### src/rtl/apb_fmc_initiator.sv
// APB completer that replays each 32-bit transfer as a synchronous multiplexed
// FMC bus cycle (16-bit AD, 3 high address bits, NWAIT flow control).
module apb_fmc_initiator #(
  parameter int unsigned ADDR_CYCLES    = 2,
  parameter int unsigned DATA_LATENCY   = 1,
  parameter int unsigned IDLE_CYCLES    = 2,
  parameter int unsigned TIMEOUT_CYCLES = 255
) (
  input  logic        clk,
  input  logic        rst,
  input  logic        apb_psel,
  input  logic        apb_penable,
  input  logic        apb_pwrite,
  input  logic [19:0] apb_paddr,
  input  logic [31:0] apb_pwdata,
  input  logic [3:0]  apb_pstrb,
  output logic        apb_pready,
  output logic [31:0] apb_prdata,
  output logic        apb_pslverr,
  output logic        fmc_cs_n,
  output logic        fmc_nl_nadv,
  output logic        fmc_nwe,
  output logic        fmc_noe,
  output logic [1:0]  fmc_nbl,
  output logic [2:0]  fmc_a_hi,
  output logic [15:0] fmc_ad_out,
  output logic        fmc_ad_oe,
  input  logic [15:0] fmc_ad_in,
  input  logic        fmc_nwait
);

  localparam int unsigned PH_MAX = (ADDR_CYCLES > DATA_LATENCY)
                                   ? ((ADDR_CYCLES > IDLE_CYCLES) ? ADDR_CYCLES : IDLE_CYCLES)
                                   : ((DATA_LATENCY > IDLE_CYCLES) ? DATA_LATENCY : IDLE_CYCLES);
  localparam int unsigned CNT_W  = (PH_MAX < 2) ? 1 : $clog2(PH_MAX);
  localparam int unsigned WAIT_W = $clog2(TIMEOUT_CYCLES + 1);

  typedef enum logic [2:0] {
    IDLE, ADDR, LATENCY, DATA_LO, DATA_HI, RECOVER, RESP
  } state_t;

  state_t              state_q, state_d;
  logic [CNT_W-1:0]    cnt_q, cnt_d;
  logic [WAIT_W-1:0]   wait_q, wait_d;
  logic                err_q, err_d;
  logic                write_q, write_d;
  logic [18:0]         addr_q, addr_d;
  logic [31:0]         wdata_q, wdata_d;
  logic [3:0]          strb_q, strb_d;

  logic                cs_n_d, nadv_d, nwe_d, noe_d, ad_oe_d, pready_d, pslverr_d;
  logic [1:0]          nbl_d;
  logic [2:0]          a_hi_d;
  logic [15:0]         ad_out_d;
  logic [31:0]         prdata_d;
  state_t              done_state;
  logic [CNT_W-1:0]    done_cnt;

  // Byte address bit 0 has no meaning on a 16-bit bus.
  logic unused_paddr0;
  assign unused_paddr0 = apb_paddr[0];

  // Sequencing: phase counters count down to zero; waits count up to the limit.
  always_comb begin
    state_d  = state_q;
    cnt_d    = cnt_q;
    wait_d   = wait_q;
    err_d    = err_q;
    write_d  = write_q;
    addr_d   = addr_q;
    wdata_d  = wdata_q;
    strb_d   = strb_q;
    prdata_d = apb_prdata;
    done_state = (IDLE_CYCLES == 0) ? RESP : RECOVER;
    done_cnt   = CNT_W'(IDLE_CYCLES - 1);

    case (state_q)
      IDLE: begin
        if (apb_psel && !apb_penable) begin
          write_d  = apb_pwrite;
          addr_d   = apb_paddr[19:1];
          wdata_d  = apb_pwdata;
          strb_d   = apb_pstrb;
          prdata_d = '0;
          err_d    = 1'b0;
          wait_d   = '0;
          cnt_d    = CNT_W'(ADDR_CYCLES - 1);
          state_d  = ADDR;
        end
      end
      ADDR: begin
        if (cnt_q != '0) begin
          cnt_d = cnt_q - CNT_W'(1);
        end else if (DATA_LATENCY == 0) begin
          state_d = DATA_LO;
        end else begin
          cnt_d   = CNT_W'(DATA_LATENCY - 1);
          state_d = LATENCY;
        end
      end
      LATENCY: begin
        if (cnt_q != '0) cnt_d = cnt_q - CNT_W'(1);
        else             state_d = DATA_LO;
      end
      DATA_LO, DATA_HI: begin
        if (fmc_nwait) begin
          wait_d = '0;
          if (!write_q) begin
            if (state_q == DATA_LO) prdata_d[15:0]  = fmc_ad_in;
            else                    prdata_d[31:16] = fmc_ad_in;
          end
          if (state_q == DATA_LO) begin
            state_d = DATA_HI;
          end else begin
            state_d = done_state;
            cnt_d   = done_cnt;
          end
        end else if (wait_q == WAIT_W'(TIMEOUT_CYCLES - 1)) begin
          err_d   = 1'b1;
          state_d = done_state;
          cnt_d   = done_cnt;
        end else begin
          wait_d = wait_q + WAIT_W'(1);
        end
      end
      RECOVER: begin
        if (cnt_q != '0) cnt_d = cnt_q - CNT_W'(1);
        else             state_d = RESP;
      end
      RESP: begin
        err_d   = 1'b0;
        state_d = IDLE;
      end
      default: state_d = IDLE;
    endcase
  end

  // Pin values for the coming cycle, decoded from the next state.
  always_comb begin
    cs_n_d    = 1'b1;
    nadv_d    = 1'b1;
    nwe_d     = 1'b1;
    noe_d     = 1'b1;
    nbl_d     = 2'b11;
    a_hi_d    = fmc_a_hi;
    ad_out_d  = fmc_ad_out;
    ad_oe_d   = 1'b0;
    pready_d  = 1'b0;
    pslverr_d = 1'b0;

    case (state_d)
      ADDR: begin
        cs_n_d   = 1'b0;
        nadv_d   = 1'b0;
        nwe_d    = !write_d;
        a_hi_d   = addr_d[18:16];
        ad_out_d = addr_d[15:0];
        ad_oe_d  = 1'b1;
      end
      LATENCY, DATA_LO, DATA_HI: begin
        cs_n_d = 1'b0;
        nwe_d  = !write_d;
        if (write_d) begin
          ad_oe_d  = 1'b1;
          ad_out_d = (state_d == DATA_HI) ? wdata_d[31:16] : wdata_d[15:0];
          if (state_d == DATA_LO) nbl_d = ~strb_d[1:0];
          if (state_d == DATA_HI) nbl_d = ~strb_d[3:2];
        end else begin
          noe_d = 1'b0;
          if (state_d != LATENCY) nbl_d = 2'b00;
        end
      end
      RESP: begin
        pready_d  = 1'b1;
        pslverr_d = err_d;
      end
      default: ;
    endcase
  end

  always_ff @(posedge clk or posedge rst) begin
    if (rst) begin
      state_q     <= IDLE;
      cnt_q       <= '0;
      wait_q      <= '0;
      err_q       <= 1'b0;
      write_q     <= 1'b0;
      addr_q      <= '0;
      wdata_q     <= '0;
      strb_q      <= '0;
      fmc_cs_n    <= 1'b1;
      fmc_nl_nadv <= 1'b1;
      fmc_nwe     <= 1'b1;
      fmc_noe     <= 1'b1;
      fmc_nbl     <= 2'b11;
      fmc_a_hi    <= '0;
      fmc_ad_out  <= '0;
      fmc_ad_oe   <= 1'b0;
      apb_pready  <= 1'b0;
      apb_pslverr <= 1'b0;
      apb_prdata  <= '0;
    end else begin
      state_q     <= state_d;
      cnt_q       <= cnt_d;
      wait_q      <= wait_d;
      err_q       <= err_d;
      write_q     <= write_d;
      addr_q      <= addr_d;
      wdata_q     <= wdata_d;
      strb_q      <= strb_d;
      fmc_cs_n    <= cs_n_d;
      fmc_nl_nadv <= nadv_d;
      fmc_nwe     <= nwe_d;
      fmc_noe     <= noe_d;
      fmc_nbl     <= nbl_d;
      fmc_a_hi    <= a_hi_d;
      fmc_ad_out  <= ad_out_d;
      fmc_ad_oe   <= ad_oe_d;
      apb_pready  <= pready_d;
      apb_pslverr <= pslverr_d;
      apb_prdata  <= prdata_d;
    end
  end

endmodule
### config.mk
export PLATFORM = sky130hd
export DESIGN_NAME = apb_fmc_initiator
export DESIGN_NICKNAME = d
export VERILOG_FILES = /design/src/rtl/apb_fmc_initiator.sv
export SDC_FILE = /design/constraint.sdc
export NUM_CORES = 1
export LEC_CHECK = 0
export ABC_CLOCK_PERIOD_IN_PS = 9600
export CAP_MARGIN = 20
export CORE_MARGIN = 3
export CORE_UTILIZATION = 55
export CTS_CLUSTER_SIZE = 40
export DETAILED_ROUTE_END_ITERATION = 7
export DONT_BUFFER_PORTS = 1
export PLACE_DENSITY_LB_ADDON = 0.15
export SLEW_MARGIN = 40
export SYNTH_ARGS = -nofsm -noshare
export SYNTH_HDL_FRONTEND = slang
export SYNTH_SLANG_ARGS = --single-unit
### constraint.sdc
create_clock -name clk -period 9.6 [get_ports clk]
set_clock_uncertainty 0.15 [all_clocks]
set_input_delay 1.92 -clock clk [delete_from_list [all_inputs] [get_ports clk]]
set_output_delay 1.92 -clock clk [all_outputs]
set_load 0.02 [all_outputs]
==> impl_metrics.yaml, run 1 <==
synth:
  postSynthAreaPerCell_sq_um: 10.7
  syn_inst: 514
  ys_seq_area_frac: 0.587
  yosys_warnings: 0
  ys_types: 42
  synth_top_cell_area_share: 0.558
  synth_nets: 594
  synth-seq-cells: 129
  yosysTopAreaCell: "dfrtp_1"
  synth.top_cells.by_area: "dfrtp_1 56%, nand2_1 8.7%, mux2_2 5.3%"
  syn_area_sq_um: 5520
setup_path:
  worstRegToRegCells: 7
  worst_setup_path_start_kind: "input port"
  ff2ff_setup_slack_ps: 6100
  r2r-end: "fmc_ad_out[14]"
  cp_max_fo: 58
  crit_arrival_ps: 4320
  crit_required_ps: 9840
  crit_start: "apb_psel"
  critical_path_class: "input port to register"
  critPathCaptureType: "register"
  rr_startpoint: "state_q[0]"
pwr:
  power_w: 0.00246
  leakagePower_nw: 2.85
  powerDensity_nw_per_um2: 398
  ir_worst_vdd_v: 0.000203
placement:
  place.gp.congestion: 0.848
  dpl.hpwl_microns: 7860
  place_ws_ps: 4930
  port_buffers: 0
  dp_cells: 619
finish:
  antenna_cells: 0
  fill_cells: 786
  stdcell_count: 651
  final_util: 0.652
  drive_gt1_frac: 0.151
  final_common_cell: "nand2_1"
  nets: 589
  layout_common_cells: "127 x nand2_1, 123 x dfrtp_1, 40 x o21ai_0"
  area_delta_synth_final_pct: 12.3
cts:
  cts_hold_buffers: 0
  clkSlewWorstSetupHoldPaths_ps: 60
  clock_latency_ps: 500
  cts-root-buf: "clkbuf_8"
  numCtsBuffers: 17
  clock_path_buffers: 2
  cts_tree: "done"
  cts.repair.resized: 0
  clock-sinks: 129
  cts_setup_buffers: 0
  htreeDepth: 4
flow_run:
  maxCapViolCount: 0
global_route:
  grt_use_total: 0.227
  grt_pass1_wl_microns: 20100
  grt_overflow: 0
  antenna_found_initial: 1
  grt_pass1_vias: 3883
  grt_max_degree: 85
detailed_routing:
  drc_errors: 0
  via_per_inst: 5.67
  vias: 3690
  drt_iter0_markers: 250
  avgRoutedWirePerCell_microns: 18.5
  routed_wl_microns: 12000
  dr.pass1.iters: 6
  ant_nets: 0
min_path:
  whs_endpoint: "wdata_q[17]"
  hp-start: "wdata_q[17]"
  hold_depth: 2
  min_path_type: "register to register"
sta:
  tns_ps: 0
  rsz0062_at_grt: "false"
  drv_slew: 0
  timing.fmax_mhz: 245
  finalSetupViolCount: 0
  worst_pin_slew_ps: 774
  slew_headroom: 0.473
  hold_violations: 0
  post-route-worst-setup-slack_ps: 5520
  finalCritPeriodShare: 0.425
  finalCriticalPeriod_ps: 4080
floorplanning:
  die_y_microns: 106
  dieArea_sq_um: 11300
  boundaryPins: 138
  start_util: 0.580
  die_w_microns: 106
  fp-row-count: 35
  core_area_sq_um: 9500
status:
  status: "complete, no violations"
==> through the flow <==
step / hold slack [ps] / cell area, sq um
2_1_floorplan: 282 / 5520
3_3_place_gp: 293 / 5590
3_5_place_dp: 301 / 5620
4_1_cts: 314 / 6190
5_1_grt: 333 / 6200
6_report: 308 / 6200
==> worst max-delay path, cell delays in order <==
cell	delay [ps]
nor2b_1	190
and2_2	220
buf_4	600
a2111oi_4	110
nand2_1	170
mux2i_4	690
mux2_2	410
==> how the worst max path moves through the flow <==
stage / endpoint / slack (ps) / depth (start not counted)
floorplan: addr_q[0] / 4100 / 1
finish: fmc_ad_out[14] / 5520 / 7
global placement: fmc_ad_out[10] / 5010 / 7
detailed placement: fmc_ad_out[14] / 4930 / 7
CTS: fmc_ad_out[14] / 5460 / 7
global route: fmc_ad_out[8] / 5270 / 7
==> synthesized netlist by cell type <==
master / n
o31a_1: 2
mux2i_1: 19
nand3b_1: 1
clkbuf_1: 16
o21ai_0: 40
and3_1: 2
nor2b_1: 3
buf_2: 9
nand4b_1: 1
o221ai_1: 16
mux2i_4: 1
o211ai_1: 16
ha_1: 2
and4_1: 1
a2111o_1: 1
buf_6: 1
a211oi_1: 2
nand2b_1: 6
nor4_1: 1
inv_1: 25
xnor2_1: 3
dfrtp_1: 123
a211oi_2: 1
nand3_1: 7
a21oi_1: 4
nor3_1: 2
nor2_1: 19
buf_1: 3
mux2_2: 26
nor3_2: 1
mux2_1: 9
and2_1: 2
dfstp_2: 6
a21o_1: 3
o22a_1: 1
nand2_1: 128
a2bb2oi_1: 2
a2111oi_4: 1
a21oi_2: 1
a21boi_2: 1
nand4_1: 2
xor2_1: 4
==> registers in the layout, indices dropped and copies added (netlist names), 2 cells and up <==
signal      count
addr_q         19
apb_prdata     32
fmc_a_hi        3
fmc_ad_out     16
fmc_nbl         2
state_q         3
strb_q          4
wait_q          8
wdata_q        32
==> layout make-up <==
class	count	area (sq um)	area share
timing repair buffer	5	45.0	0.00727
clock buffer	21	449	0.0725
sequential	129	3240	0.522
inverter	25	96.3	0.0155
tap	129	161	0.0261
clock inverter	11	129	0.0208
multi-input combinational	331	2080	0.336
==> logic make-up (layout without fill, tap and decap cells) <==
kind of cell / Yosys count / after routing / share of synthesized area
compound gates: 91 / 91 / 0.115
xor+xnor: 7 / 7 / 0.0111
fa+ha+maj: 2 / 2 / 0.00454
buf+inv: 54 / 62 / 0.0402
flops: 129 / 129 / 0.587
mux: 55 / 55 / 0.110
simple gates: 176 / 176 / 0.133
==> where the power goes <==
group | leakage (nW) | switching, W | internal, W
Clock | 0.279 | 0.000236 | 0.000386
Sequential | 1.63 | 0.000240 | 0.000784
Combinational | 0.937 | 0.000487 | 0.000331
==> layer usage <==
layer | global-route usage | vias up | wire length [microns]
met5 | 0 | - | 13
met4 | 0.0722 | 2 | 105
met3 | 0.0765 | 12 | 839
met2 | 0.370 | 105 | 5950
met1 | 0.287 | 1824 | 5110
li1 | - | 1747 | -
Power figures use the tool's default switching activity.
==> run 2, diff against run 1 <==
Settings changed: ABC_CLOCK_PERIOD_IN_PS 9600 to 3900.
Clock period 9.6 ns to 3.9 ns, I/O delays scaled along.
==> impl_metrics.yaml, run 2 (synthesis results as in run 1) <==
setup_path:
  ff2ff_setup_slack_ps: 780
  cp_max_fo: 19
  rr_startpoint: "state_q[0]"
  critical_path_class: "register to register"
  crit_start: "state_q[0]"
  critPathMaxStageDelay_ps: 540
  crit_required_ps: 4140
  r2r-end: "fmc_ad_out[8]"
  crit_arrival_ps: 3360
  slowest_stage: "and2_2"
  path_common_cell: "buf_4"
  worst_setup_path_start_kind: "register"
  worstRegToRegCells: 8
  critPathCaptureType: "register"
  cp_cell_sequence: "nor3_1 > and2_2 > mux2i_1 > buf_4 > a21oi_2 > mux2i_4 > buf_4 > mux2_2"
status:
  status: "complete, no violations"
min_path:
  hold_depth: 2
  min_path_type: "input port to register"
  hp-start: "apb_pwdata[19]"
  whs_endpoint: "wdata_q[19]"
pwr:
  leakagePower_nw: 2.91
  pwr-share-comb: 0.337
  switchingPower_w: 0.00239
  powerDensity_nw_per_um2: 977
  intPower_w: 0.00378
  power_frac_clock: 0.254
  p_sw_frac: 0.387
  power_frac_seq: 0.409
  ir_worst_vdd_v: 0.000485
cts:
  clkSlewWorstSetupHoldPaths_ps: 60
  cts_setup_buffers: 0
  clock_latency_ps: 500
  clock-sinks: 129
  numCtsBuffers: 17
  htreeDepth: 4
  cts-root-buf: "clkbuf_8"
  clock_path_buffers: 2
  cts_tree: "done"
detailed_routing:
  routed_wl_microns: 12200
  drt_iter0_markers: 252
  ant_nets: 0
  vias: 3712
  dr.pass1.iters: 4
  avgRoutedWirePerCell_microns: 18.6
  drc_errors: 0
  via_per_inst: 5.62
finish:
  regArea_sq_um: 3240
  final_common_cell: "nand2_1"
  multi_input_area_sq_um: 2070
  fill_cells: 760
  largest_registers: "apb_prdata x32, wdata_q x32, addr_q x19"
  drive_gt1_frac: 0.164
  area_delta_synth_final_pct: 14.6
  stdcell_count: 660
  nets: 598
  layout_common_cells: "127 x nand2_1, 123 x dfrtp_1, 40 x o21ai_0"
sta:
  finalSetupViolCount: 0
  tns_ps: 0
  finalCriticalPeriod_ps: 3120
  worst_pin_slew_ps: 698
  finalCritPeriodShare: 0.799
  hold_violations: 0
  rsz0062_at_grt: "false"
  slew_headroom: 0.534
  drv_slew: 0
  timing.fmax_mhz: 321
floorplanning:
  core_area_sq_um: 9500
  boundaryPins: 138
  die_y_microns: 106
  fp-row-count: 35
  start_util: 0.580
  die_w_microns: 106
  dieArea_sq_um: 11300
global_route:
  antenna_found_initial: 1
  grt_pass1_wl_microns: 20200
  grt_pass1_vias: 3962
  grt_overflow: 0
  grt_use_total: 0.228
  grt_max_degree: 57
placement:
  dp_cells: 627
  dpl.hpwl_microns: 8170
  place.gp.congestion: 0.860
  port_buffers: 0
flow_run:
  maxCapViolCount: 0
[run 2: changes by cell type in the layout (fill, tap and decap cells not counted), sizes merged]
cell,change
clkbuf,-3
dlygate4sd3,+1
clkinv,+2
clkinvlp,+1
buf,+8
bufinv,+1
diode,+1
inv,-2
[run 2: metal layers]
layer | vias up | track usage | routed length (microns)
met4 | 0 | 0.0712 | 136
met1 | 1844 | 0.283 | 5190
met3 | 9 | 0.0856 | 869
met5 | - | 0 | 0
met2 | 101 | 0.373 | 6040
li1 | 1758 | - | -
[run 2: final cells by class]
cell class	count	share of cell area
clock inverters	13	0.0253
clock buffers	18	0.0677
repair buffers	14	0.0261
diodes	1	0.000396
inverters	25	0.0154
flip-flops and latches	129	0.512
multi-input cells	331	0.328
well taps	129	0.0255
[run 2: worst max-delay path, delay by kind of cell (launching register included)]
kind	cells	cell delay [ps]
DFF	1	530
muxes	3	830
and+or+nand+nor	2	940
AOI/OAI and AO/OA	1	70
buffers and inverters	2	460
[run 2: how the worst max path moves through the flow]
| stage | end | slack (ps) | cells past startpoint |
|---|---|---|---|
| global placement | fmc_ad_out[8] | 830 | 8 |
| floorplan | fmc_ad_out[0] | 950 | 8 |
| global route | fmc_ad_out[0] | 520 | 8 |
| detailed placement | fmc_ad_out[10] | 760 | 8 |
| finish | fmc_ad_out[8] | 780 | 8 |
| CTS | fmc_ad_out[0] | 790 | 8 |
[run 2: power by group through the flow]
stage	registers [W]	clock network [W]	logic [W]
after global routing	0.00259	0.00165	0.00234
after floorplan	0.00243	0	0.00167
after global placement	0.00253	0	0.00199
final	0.00253	0.00157	0.00208
after CTS	0.00254	0.00159	0.00210
after detailed placement	0.00255	0	0.00208
[run 2: what timing repair did]
action / 4_1_cts / 5_1_grt
endpoints found under the hold margin: 6 / 0
hold buffers: 1 / 0
resized for setup: 0 / 0
endpoints found under the setup margin: 0 / 0
[run 2: through the flow]
stage          setup WS, ps  hold slack (ps)   util  power [W]  instance area [sq um]
2_1_floorplan           951              282      -    0.00410                   5520
3_3_place_gp            828              293  0.596    0.00452                   5670
4_1_cts                 785              211  0.665    0.00623                   6320
6_report                783              236  0.665    0.00618                   6320
5_1_grt                 525              220  0.665    0.00658                   6320
3_5_place_dp            759              303  0.602    0.00464                   5720
==> run 3, diff against run 2 <==
Settings changed: ABC_CLOCK_PERIOD_IN_PS 3900 to 2640.
Clock period 3.9 ns to 2.64 ns, I/O delays scaled along.
==> impl_metrics.yaml, run 3 (synthesis results as in run 1) <==
pwr:
  powerDensity_nw_per_um2: 1420
  leakagePower_nw: 3.07
  ir_worst_vdd_v: 0.000749
sta:
  tns_ps: 0
  hold_violations: 0
  worst_hold_slack_ps: 13.5
  drv_slew: 0
  worst_pin_slew_ps: 737
  timing.fmax_mhz: 402
  finalSetupViolCount: 0
  rsz0062_at_grt: "false"
  finalCriticalPeriod_ps: 2490
  slew_headroom: 0.509
  finalCritPeriodShare: 0.942
setup_path:
  rr_startpoint: "state_q[1]"
  critPathCaptureType: "register"
  r2r-end: "fmc_ad_out[8]"
  path_delay_family: "multiplexers"
  cp_max_fo: 13
  critPathMaxStageDelay_ps: 500
  ff2ff_setup_slack_ps: 150
  critical_path_class: "register to register"
  crit_arrival_ps: 2720
  worst_setup_path_start_kind: "register"
  cp_cell_sequence: "nor3_1 > and2_4 > mux2i_2 > a21oi_2 > mux2i_4 > buf_12 > mux2_2"
  crit_required_ps: 2880
  cp_num_buf_inv: 1
  slowest_stage: "dfrtp_1"
  worstRegToRegCells: 7
detailed_routing:
  via_per_inst: 5.65
  ant_nets: 0
  routed_wl_microns: 12700
  drt_iter0_markers: 189
  drc_errors: 0
  vias: 3936
  dr.pass1.iters: 4
  avgRoutedWirePerCell_microns: 18.2
global_route:
  grt_use_total: 0.236
  grt_overflow: 0
  grt_pass1_wl_microns: 21000
  antenna_found_initial: 2
  grt_pass1_vias: 4253
  grt_max_degree: 130
floorplanning:
  fp-row-count: 35
  die_w_microns: 106
  die_y_microns: 106
  dieArea_sq_um: 11300
  core_area_sq_um: 9500
  start_util: 0.580
  boundaryPins: 138
finish:
  layout_common_cells: "127 x nand2_1, 123 x dfrtp_1, 40 x o21ai_0"
  fill_cells: 696
  area_delta_synth_final_pct: 20.8
  largest_registers: "apb_prdata x32, wdata_q x32, addr_q x19"
  drive_gt1_frac: 0.183
  regArea_sq_um: 3240
  multi_input_area_sq_um: 2080
  final_util: 0.701
  nets: 635
  final_common_cell: "nand2_1"
  antenna_cells: 0
placement:
  dpl.hpwl_microns: 8280
  port_buffers: 0
  place.gp.congestion: 0.842
min_path:
  whs_endpoint: "apb_prdata[5]"
  hp-start: "fmc_ad_in[5]"
  hold_depth: 2
  min_path_type: "input port to register"
status:
  status: "complete, no violations"
cts:
  cts-root-buf: "clkbuf_8"
  cts_tree: "done"
  clock_latency_ps: 510
  htreeDepth: 4
  clock_path_buffers: 2
  clock-sinks: 129
  clkSlewWorstSetupHoldPaths_ps: 60
  numCtsBuffers: 17
flow_run:
  maxCapViolCount: 0
[run 3: layout make-up]
| class | count | share of cell area |
|---|---|---|
| clock buffers | 18 | 0.0627 |
| clock inverters | 14 | 0.0235 |
| inverters | 25 | 0.0146 |
| multi-input cells | 331 | 0.312 |
| flip-flops and latches | 129 | 0.486 |
| well taps | 129 | 0.0242 |
| repair buffers | 51 | 0.0777 |
[run 3: metal layers]
metal	part of all wire	global-route usage	wire [microns]
met1	0.41	0.283	5180
met2	0.50	0.401	6380
met3	0.069	0.0759	873
met4	0.016	0.0796	199
met5	0.0017	0	21
[run 3: through the flow]
stage | instance area (sq um) | instances | setup WS (ps) | power (W)
floorplan | 5530 | 514 | -8.51 | 0.00608
global placement | 5830 | 640 | 60.5 | 0.00701
detailed placement | 5830 | 640 | 12.1 | 0.00718
CTS | 6650 | 696 | 18.8 | 0.00952
global route | 6660 | 697 | 6.23 | 0.0101
finish | 6660 | 697 | 152 | 0.00946
[run 3: power by group]
part	leakage, nW	switching, W	internal (W)
sequential	1.63	0.000867	0.00285
clock	0.280	0.000888	0.00136
combinational	1.16	0.00190	0.00160
total	3.07	0.00365	0.00581
[run 3: how the worst max path moves through the flow]
stage | from | end | slack (ps) | cells past startpoint
finish | state_q[1] | fmc_ad_out[8] | 150 | 7
global placement | apb_psel | fmc_ad_out[8] | 60 | 7
floorplan | wait_q[0] | fmc_ad_out[15] | -9 | 10
CTS | state_q[1] | fmc_ad_out[4] | 20 | 7
global route | state_q[1] | fmc_ad_out[4] | 6 | 7
detailed placement | apb_psel | fmc_ad_out[2] | 10 | 7
[run 3: worst register-to-register path: stages (launching register included)]
cell and delay [ps]:
dfrtp_1 500, nor3_1 290, and2_4 290, mux2i_2 330, a21oi_2 120, mux2i_4 190, buf_12 180, mux2_2 340
[run 3: what timing repair did]
item	CTS	global route
hold buffers	24	0
setup buffers	0	1
resized for setup	0	3
endpoints found under the hold margin	146	0
endpoints found under the setup margin	0	16
